## config.mk

```make
export PLATFORM = sky130hd
export DESIGN_NAME = regbank_sequencer
export DESIGN_NICKNAME = d
export VERILOG_FILES = /design/src/rtl/regbank_pkg.sv /design/src/rtl/regbank_sequencer_rr_arbiter2.sv /design/src/rtl/regbank_sequencer.sv
export SDC_FILE = /design/constraint.sdc
export NUM_CORES = 1
export LEC_CHECK = 0
export ABC_CLOCK_PERIOD_IN_PS = 4000
export BUFFER_PORTS_ARGS = -buffer_cell sky130_fd_sc_hd__buf_2
export CORE_AREA = 10 10 127 129
export CTS_BUF_LIST = sky130_fd_sc_hd__clkbuf_8
export CTS_CLUSTER_DIAMETER = 40
export DETAILED_ROUTE_END_ITERATION = 12
export DIE_AREA = 0 0 137 139
export PLACE_DENSITY = 0.75
export SKIP_LAST_GASP = 1
export SYNTH_ARGS = -nofsm -noshare
export SYNTH_HDL_FRONTEND = slang
export SYNTH_SLANG_ARGS = --single-unit
```

## constraint.sdc

```tcl
create_clock -name clock -period 4 [get_ports clock]
set_input_delay 0.4 -clock clock [delete_from_list [all_inputs] [get_ports clock]]
set_output_delay 0.4 -clock clock [all_outputs]
set_load 0.02 [all_outputs]
```

## src/rtl/regbank_pkg.sv

```systemverilog
// Shared definitions for the register-bank sequencer.
// Contents: default widths, command op encodings, sequencer state enum,
// and the grant-owner encoding used by the arbiter and the response path.
package regbank_pkg;

    localparam int WORD_SIZE_DEF     = 32;
    localparam int REG_ADDR_SIZE_DEF = 5;
    localparam int IMM_WIDTH_DEF     = 20;

    typedef enum logic [1:0] {
        OP_READ  = 2'd0,
        OP_WRITE = 2'd1,
        OP_MOVE  = 2'd2,
        OP_LOADI = 2'd3
    } op_e;

    typedef enum logic [1:0] {
        ST_IDLE   = 2'd0,
        ST_ISSUE  = 2'd1,
        ST_SETTLE = 2'd2,
        ST_RESP   = 2'd3
    } state_e;

    // Grant owner / last_grant encoding.
    localparam logic OWNER_CPU  = 1'b0;
    localparam logic OWNER_HOST = 1'b1;

endpackage

```

## src/rtl/regbank_sequencer_rr_arbiter2.sv

```systemverilog
// rr_arbiter2: two-requester round-robin arbiter.
// Ports:
//   clock, reset  - clock, synchronous active-high reset
//   req[1:0]      - request vector, bit 0 = cpu, bit 1 = host
//   accept        - the current grant is taken this cycle; updates last_grant
//   grant[1:0]    - one-hot grant (all zero when nothing requests)
//   last_grant    - owner of the most recently accepted grant
// On a tie the requester that was not granted last wins. After reset the
// host counts as last granted, so the cpu wins the first tie.
module rr_arbiter2
    import regbank_pkg::*;
(
    input  logic       clock,
    input  logic       reset,
    input  logic [1:0] req,
    input  logic       accept,
    output logic [1:0] grant,
    output logic       last_grant
);

    always_comb begin
        grant = req;
        if (req == 2'b11) begin
            grant = (last_grant == OWNER_HOST) ? 2'b01 : 2'b10;
        end
    end

    always_ff @(posedge clock) begin
        if (reset) begin
            last_grant <= OWNER_HOST;
        end else if (accept && (grant != 2'b00)) begin
            last_grant <= grant[1];
        end
    end

endmodule

```

## src/rtl/regbank_sequencer.sv

```systemverilog
// regbank_sequencer: arbitrates register commands from the cpu and host ports
// and drives the 32x32 register bank with a fixed IDLE/ISSUE/SETTLE/RESP
// sequence, returning READ data (or a zero-data ack) to the issuing port.
// Ports:
//   clock, reset                    - clock, synchronous active-high reset
//   cpu_*/host_* req_valid/ready    - command handshake
//   cpu_*/host_* req_op/rs/rt/rd/data - command fields
//   cpu_*/host_* resp_valid/ready   - response handshake
//   cpu_*/host_* resp_rs/rt_data    - READ data, 0 for other ops
//   bank_*_address, bank_data_in    - bank address/data, held between commands
//   bank_load/store/load_reg_i/load_rd_i - one-hot bank strobes (ISSUE only)
//   bank_rs_data_out, bank_rt_data_out   - bank read data
//
// state     | meaning
// ----------+-------------------------------------------------------------
// ST_IDLE   | waiting for a request; winner gets req_ready and is latched
// ST_ISSUE  | exactly one bank strobe asserted for the latched op
// ST_SETTLE | strobes low; READ data captured, otherwise response cleared
// ST_RESP   | resp_valid to the owner until it takes the response
module regbank_sequencer
    import regbank_pkg::*;
#(
    parameter int WORD_SIZE     = WORD_SIZE_DEF,
    parameter int REG_ADDR_SIZE = REG_ADDR_SIZE_DEF,
    parameter int IMM_WIDTH     = IMM_WIDTH_DEF
) (
    input  logic                     clock,
    input  logic                     reset,
    input  logic                     cpu_req_valid,
    output logic                     cpu_req_ready,
    input  logic [1:0]               cpu_req_op,
    input  logic [REG_ADDR_SIZE-1:0] cpu_req_rs,
    input  logic [REG_ADDR_SIZE-1:0] cpu_req_rt,
    input  logic [REG_ADDR_SIZE-1:0] cpu_req_rd,
    input  logic [WORD_SIZE-1:0]     cpu_req_data,
    output logic                     cpu_resp_valid,
    input  logic                     cpu_resp_ready,
    output logic [WORD_SIZE-1:0]     cpu_resp_rs_data,
    output logic [WORD_SIZE-1:0]     cpu_resp_rt_data,
    input  logic                     host_req_valid,
    output logic                     host_req_ready,
    input  logic [1:0]               host_req_op,
    input  logic [REG_ADDR_SIZE-1:0] host_req_rs,
    input  logic [REG_ADDR_SIZE-1:0] host_req_rt,
    input  logic [REG_ADDR_SIZE-1:0] host_req_rd,
    input  logic [WORD_SIZE-1:0]     host_req_data,
    output logic                     host_resp_valid,
    input  logic                     host_resp_ready,
    output logic [WORD_SIZE-1:0]     host_resp_rs_data,
    output logic [WORD_SIZE-1:0]     host_resp_rt_data,
    output logic [REG_ADDR_SIZE-1:0] bank_rs_address,
    output logic [REG_ADDR_SIZE-1:0] bank_rt_address,
    output logic [REG_ADDR_SIZE-1:0] bank_rd_address,
    output logic [WORD_SIZE-1:0]     bank_data_in,
    output logic                     bank_load,
    output logic                     bank_store,
    output logic                     bank_load_reg_i,
    output logic                     bank_load_rd_i,
    input  logic [WORD_SIZE-1:0]     bank_rs_data_out,
    input  logic [WORD_SIZE-1:0]     bank_rt_data_out
);

    state_e                   state_q, state_d;
    op_e                      op_q;
    logic                     owner_q;
    logic [WORD_SIZE-1:0]     resp_rs_q, resp_rt_q;

    logic [1:0]               grant;
    logic                     last_grant;
    logic                     accept;

    op_e                      sel_op;
    logic [REG_ADDR_SIZE-1:0] sel_rs, sel_rt, sel_rd;
    logic [WORD_SIZE-1:0]     sel_data, sel_bank_data;

    assign accept = (state_q == ST_IDLE) && (cpu_req_valid || host_req_valid);

    rr_arbiter2 u_arb (
        .clock      (clock),
        .reset      (reset),
        .req        ({host_req_valid, cpu_req_valid}),
        .accept     (accept),
        .grant      (grant),
        .last_grant (last_grant)
    );

    // Command fields of the current winner.
    always_comb begin
        sel_op   = op_e'(grant[1] ? host_req_op : cpu_req_op);
        sel_rs   = grant[1] ? host_req_rs   : cpu_req_rs;
        sel_rt   = grant[1] ? host_req_rt   : cpu_req_rt;
        sel_rd   = grant[1] ? host_req_rd   : cpu_req_rd;
        sel_data = grant[1] ? host_req_data : cpu_req_data;
        // LOADI only carries an IMM_WIDTH immediate; upper bits forced to 0.
        sel_bank_data = sel_data;
        if (sel_op == OP_LOADI) begin
            sel_bank_data = {{(WORD_SIZE-IMM_WIDTH){1'b0}}, sel_data[IMM_WIDTH-1:0]};
        end
    end

    // Bank address/data are loaded at acceptance so they are already stable
    // in ISSUE and stay put through SETTLE and until the next command.
    always_ff @(posedge clock) begin
        if (reset) begin
            state_q         <= ST_IDLE;
            op_q            <= OP_READ;
            owner_q         <= OWNER_CPU;
            bank_rs_address <= '0;
            bank_rt_address <= '0;
            bank_rd_address <= '0;
            bank_data_in    <= '0;
            resp_rs_q       <= '0;
            resp_rt_q       <= '0;
        end else begin
            state_q <= state_d;
            if (accept) begin
                op_q            <= sel_op;
                owner_q         <= grant[1];
                bank_rs_address <= sel_rs;
                bank_rt_address <= sel_rt;
                bank_rd_address <= sel_rd;
                bank_data_in    <= sel_bank_data;
            end
            if (state_q == ST_SETTLE) begin
                if (op_q == OP_READ) begin
                    resp_rs_q <= bank_rs_data_out;
                    resp_rt_q <= bank_rt_data_out;
                end else begin
                    resp_rs_q <= '0;
                    resp_rt_q <= '0;
                end
            end
        end
    end

    always_comb begin
        state_d         = state_q;
        cpu_req_ready   = 1'b0;
        host_req_ready  = 1'b0;
        cpu_resp_valid  = 1'b0;
        host_resp_valid = 1'b0;
        bank_load       = 1'b0;
        bank_store      = 1'b0;
        bank_load_reg_i = 1'b0;
        bank_load_rd_i  = 1'b0;
        case (state_q)
            ST_IDLE: begin
                cpu_req_ready  = grant[0];
                host_req_ready = grant[1];
                if (accept) begin
                    state_d = ST_ISSUE;
                end
            end
            ST_ISSUE: begin
                case (op_q)
                    OP_READ:  bank_load       = 1'b1;
                    OP_WRITE: bank_store      = 1'b1;
                    OP_MOVE:  bank_load_reg_i = 1'b1;
                    OP_LOADI: bank_load_rd_i  = 1'b1;
                    default:  bank_load       = 1'b0;
                endcase
                state_d = ST_SETTLE;
            end
            ST_SETTLE: begin
                state_d = ST_RESP;
            end
            ST_RESP: begin
                cpu_resp_valid  = (owner_q == OWNER_CPU);
                host_resp_valid = (owner_q == OWNER_HOST);
                if ((owner_q == OWNER_CPU  && cpu_resp_ready) ||
                    (owner_q == OWNER_HOST && host_resp_ready)) begin
                    state_d = ST_IDLE;
                end
            end
            default: state_d = ST_IDLE;
        endcase
    end

    // One shared response register pair; resp_valid tells which port owns it.
    assign cpu_resp_rs_data  = resp_rs_q;
    assign cpu_resp_rt_data  = resp_rt_q;
    assign host_resp_rs_data = resp_rs_q;
    assign host_resp_rt_data = resp_rt_q;

endmodule

```

==> impl_metrics.csv <==
group,metric,value,unit
detailed_routing,dr_total_vias,4917,
clocking,insertion_delay,420,ps
layout,antennaDiodeCount,0,
clocking,cts_setup_buffers,0,
synth,synth.avg_cell_area,8.77,um2
min_path,worstHoldPathCells,3,
layout,final_cells,1060,
grt,grt_max_degree,69,
detailed_routing,routedWlPerCell,17.0,um
clocking,cts_buffer_depth,2,
die,dieArea,19000,um2
status,outcome,"finished, final reports clean",
setup_path,crit_arrival,2530,ps
setup_path,slowest_stage,"buf_4",
setup_path,end_kind,"flip-flop",
layout,fill_cells,1348,
grt,grt_pass1_wl,26.2,mm
sta,fin_setup_tns,0,ps
synth,synthCells,599,
power,power_leakage,3.69,nW
sta,report.final.slew_viol_count,0,
detailed_routing,antenna_left,0,
power,power.switching,1.85,mW
detailed_routing,detail_route.first_pass.iterations,4,
place,dp_hpwl,14.1,mm
layout,final_util,0.509,
grt,antenna_found_initial,1,
place,placed_cells,1028,
detailed_routing,drt_wl_total,18.0,mm
place,port_buffers,350,
grt,grt_pass1_vias,4834,
die,ios,351,
clocking,cts.clk_slew.worst_paths,70,ps
layout,nets,1040,
clocking,ctsResizeCount,0,
clocking,clock_tree.root_cell,"clkbuf_8",
power,pwr-share-seq,0.359,
setup_path,reg2regPathDepth,6,
sta,rsz0062_at_grt,"no",
setup_path,required,4330,ps
place,place_area,6570,um2
setup_path,cpPeakStageDelay,510,ps
synth,synth.area.top_cells,"dfxtp_1, buf_4, nor2b_1",
sta,fmax,0.455,GHz
detailed_routing,vias_per_cell,4.64,
clocking,clock_sinks,117,
synth,yosys.area.top_type,"dfxtp_1",
die,start_util,0.385,
die,core.rowCount,43,
power,power_frac_clock,0.234,
grt,gr-total-overflow,0,
flow_run,maxCapViolCount,0,
clocking,ctsHtreeMaxLevel,4,
layout,layout_common_cells,"buf_2, dfxtp_1, nor2_1",
sta,tightest_slew,996,ps
synth,netlist_area,5260,um2
synth,synth_nets,772,
die,dieWidth,137,um
die,core,13700,um2
setup_path,worstSetupStartpointType,"flip-flop",
power,p_int,2.62,mW
sta,fin_crit,2200,ps
synth,synth_top_area_share,0.446,
sta,post-route-period-util,0.550,
synth,yosysSeqAreaShare,0.446,
synth,yosys_register_bits,117,
clocking,hold_buffers,0,
layout,final_common_cell,"buf_2",
synth,yosysWarningCount,0,
power,power_density,642,nW/um2
layout,syn2layout_area_growth,32.4,%
clocking,numCtsBuffers,17,
layout,final_cell_area,6960,um2
power,vdd_drop_max,0.423,mV
grt,grt_usage,0.173,
sta,hold_viol_final,0,
setup_path,worstSetupPathType,"flip-flop to flip-flop",
setup_path,crit_fanout,53,
layout,drive_gt1_frac,0.443,
sta,setup_viol,0,
sta,max_slew_margin,0.336,
power,combPwrFrac,0.407,
power,swShare,0.414,
sta,fin_skew,9.59,ps
die,die_h,139,um
synth,synth_cell_types,27,
detailed_routing,drt_iter0_markers,161,
setup_path,path_cells,"inv_1, ha_1, o21a_2, buf_4, nor2_1, a211oi_1",
place,gp_congestion,0.835,
min_path,hp-class,"primary input to flip-flop",
clocking,cts_tree,"done",
detailed_routing,remaining_drc_errors,0,
-- flip-flops by register name (all words and copies together) (netlist names) --
register,count
bank_rd_address,5
owner_q,1
cpu_resp_rs_data,32
bank_rt_address,5
op_q,2
state_q,2
cpu_resp_rt_data,32
bank_data_in,32
u_arb.last_grant,1
bank_rs_address,5
-- per-stage QoR --
stage	hold WS [ps]	setup WS, ps	power, mW
floorplan	511	2480	2.97
global placement	434	1860	3.45
detailed placement	438	1780	3.48
CTS	161	1820	4.54
global route	175	1600	4.74
finish	199	1800	4.47
-- logic make-up after synthesis --
family,share of synthesized area
AND/OR/NAND/NOR,0.176
AO/OA/AOI/OAI,0.156
flip-flops,0.446
buffers and inverters,0.136
multiplexers,0.0743
adder cells (fa/ha/maj),0.0119
-- routing by layer --
layer	global-route usage	wire, um
met1	0.176	6640
met2	0.294	8730
met3	0.0833	2220
met4	0.0755	383
met5	0	13
-- synth_stat cells --
library cell    n
a211oi_1       38
a21boi_1        1
a21boi_4        1
a21oi_1        66
a221o_1         1
a22oi_1        13
and2_1          2
and3_1          1
and3b_1         1
buf_1           1
buf_12          2
buf_2          11
buf_4          68
buf_6           1
clkbuf_1       23
dfxtp_1       117
ha_1            5
inv_1           2
mux2i_1        39
nand2_1        14
nand2b_1        1
nor2_1        109
nor2b_1        66
nor3b_1         2
o21a_1          1
o21ai_0         3
o21ai_1        10
-- cell type report --
type,count,area (um2),area share
sequential,117,2340,0.337
tap,180,225,0.0324
clock buffer,18,248,0.0356
multi-input combinational,374,2210,0.317
inverter,2,7.51,0.00108
clock inverter,14,136,0.0196
timing repair buffer,355,1790,0.258
-- worst max-delay path, delay by kind of cell, from the launching register on --
kind | cells | cell delay, ps
buffers and inverters | 2 | 640
AOI/OAI and AO/OA | 2 | 690
adders and majority gates | 1 | 320
and+or+nand+nor | 1 | 90
DFF | 1 | 350
-- power by group through the flow --
| stage | logic [mW] | clock network [mW] | registers (mW) |
|---|---|---|---|
| 5_1_grt | 1.98 | 1.12 | 1.64 |
| 4_1_cts | 1.85 | 1.08 | 1.60 |
| 2_1_floorplan | 1.06 | 0 | 1.90 |
| 3_3_place_gp | 1.83 | 0 | 1.62 |
| 3_5_place_dp | 1.85 | 0 | 1.62 |
| 6_report | 1.82 | 1.04 | 1.60 |
-- final timing paths --
check                               to                  from  slack [ps]
setup reg to reg    bank_rd_address[2]            state_q[0]        1800
hold / removal    cpu_resp_rt_data[29]  bank_rt_data_out[29]         200
setup / recovery    bank_rd_address[2]            state_q[0]        1800
hold reg to reg       bank_data_in[27]      bank_data_in[27]         450
(Power assumes the default switching activity.)
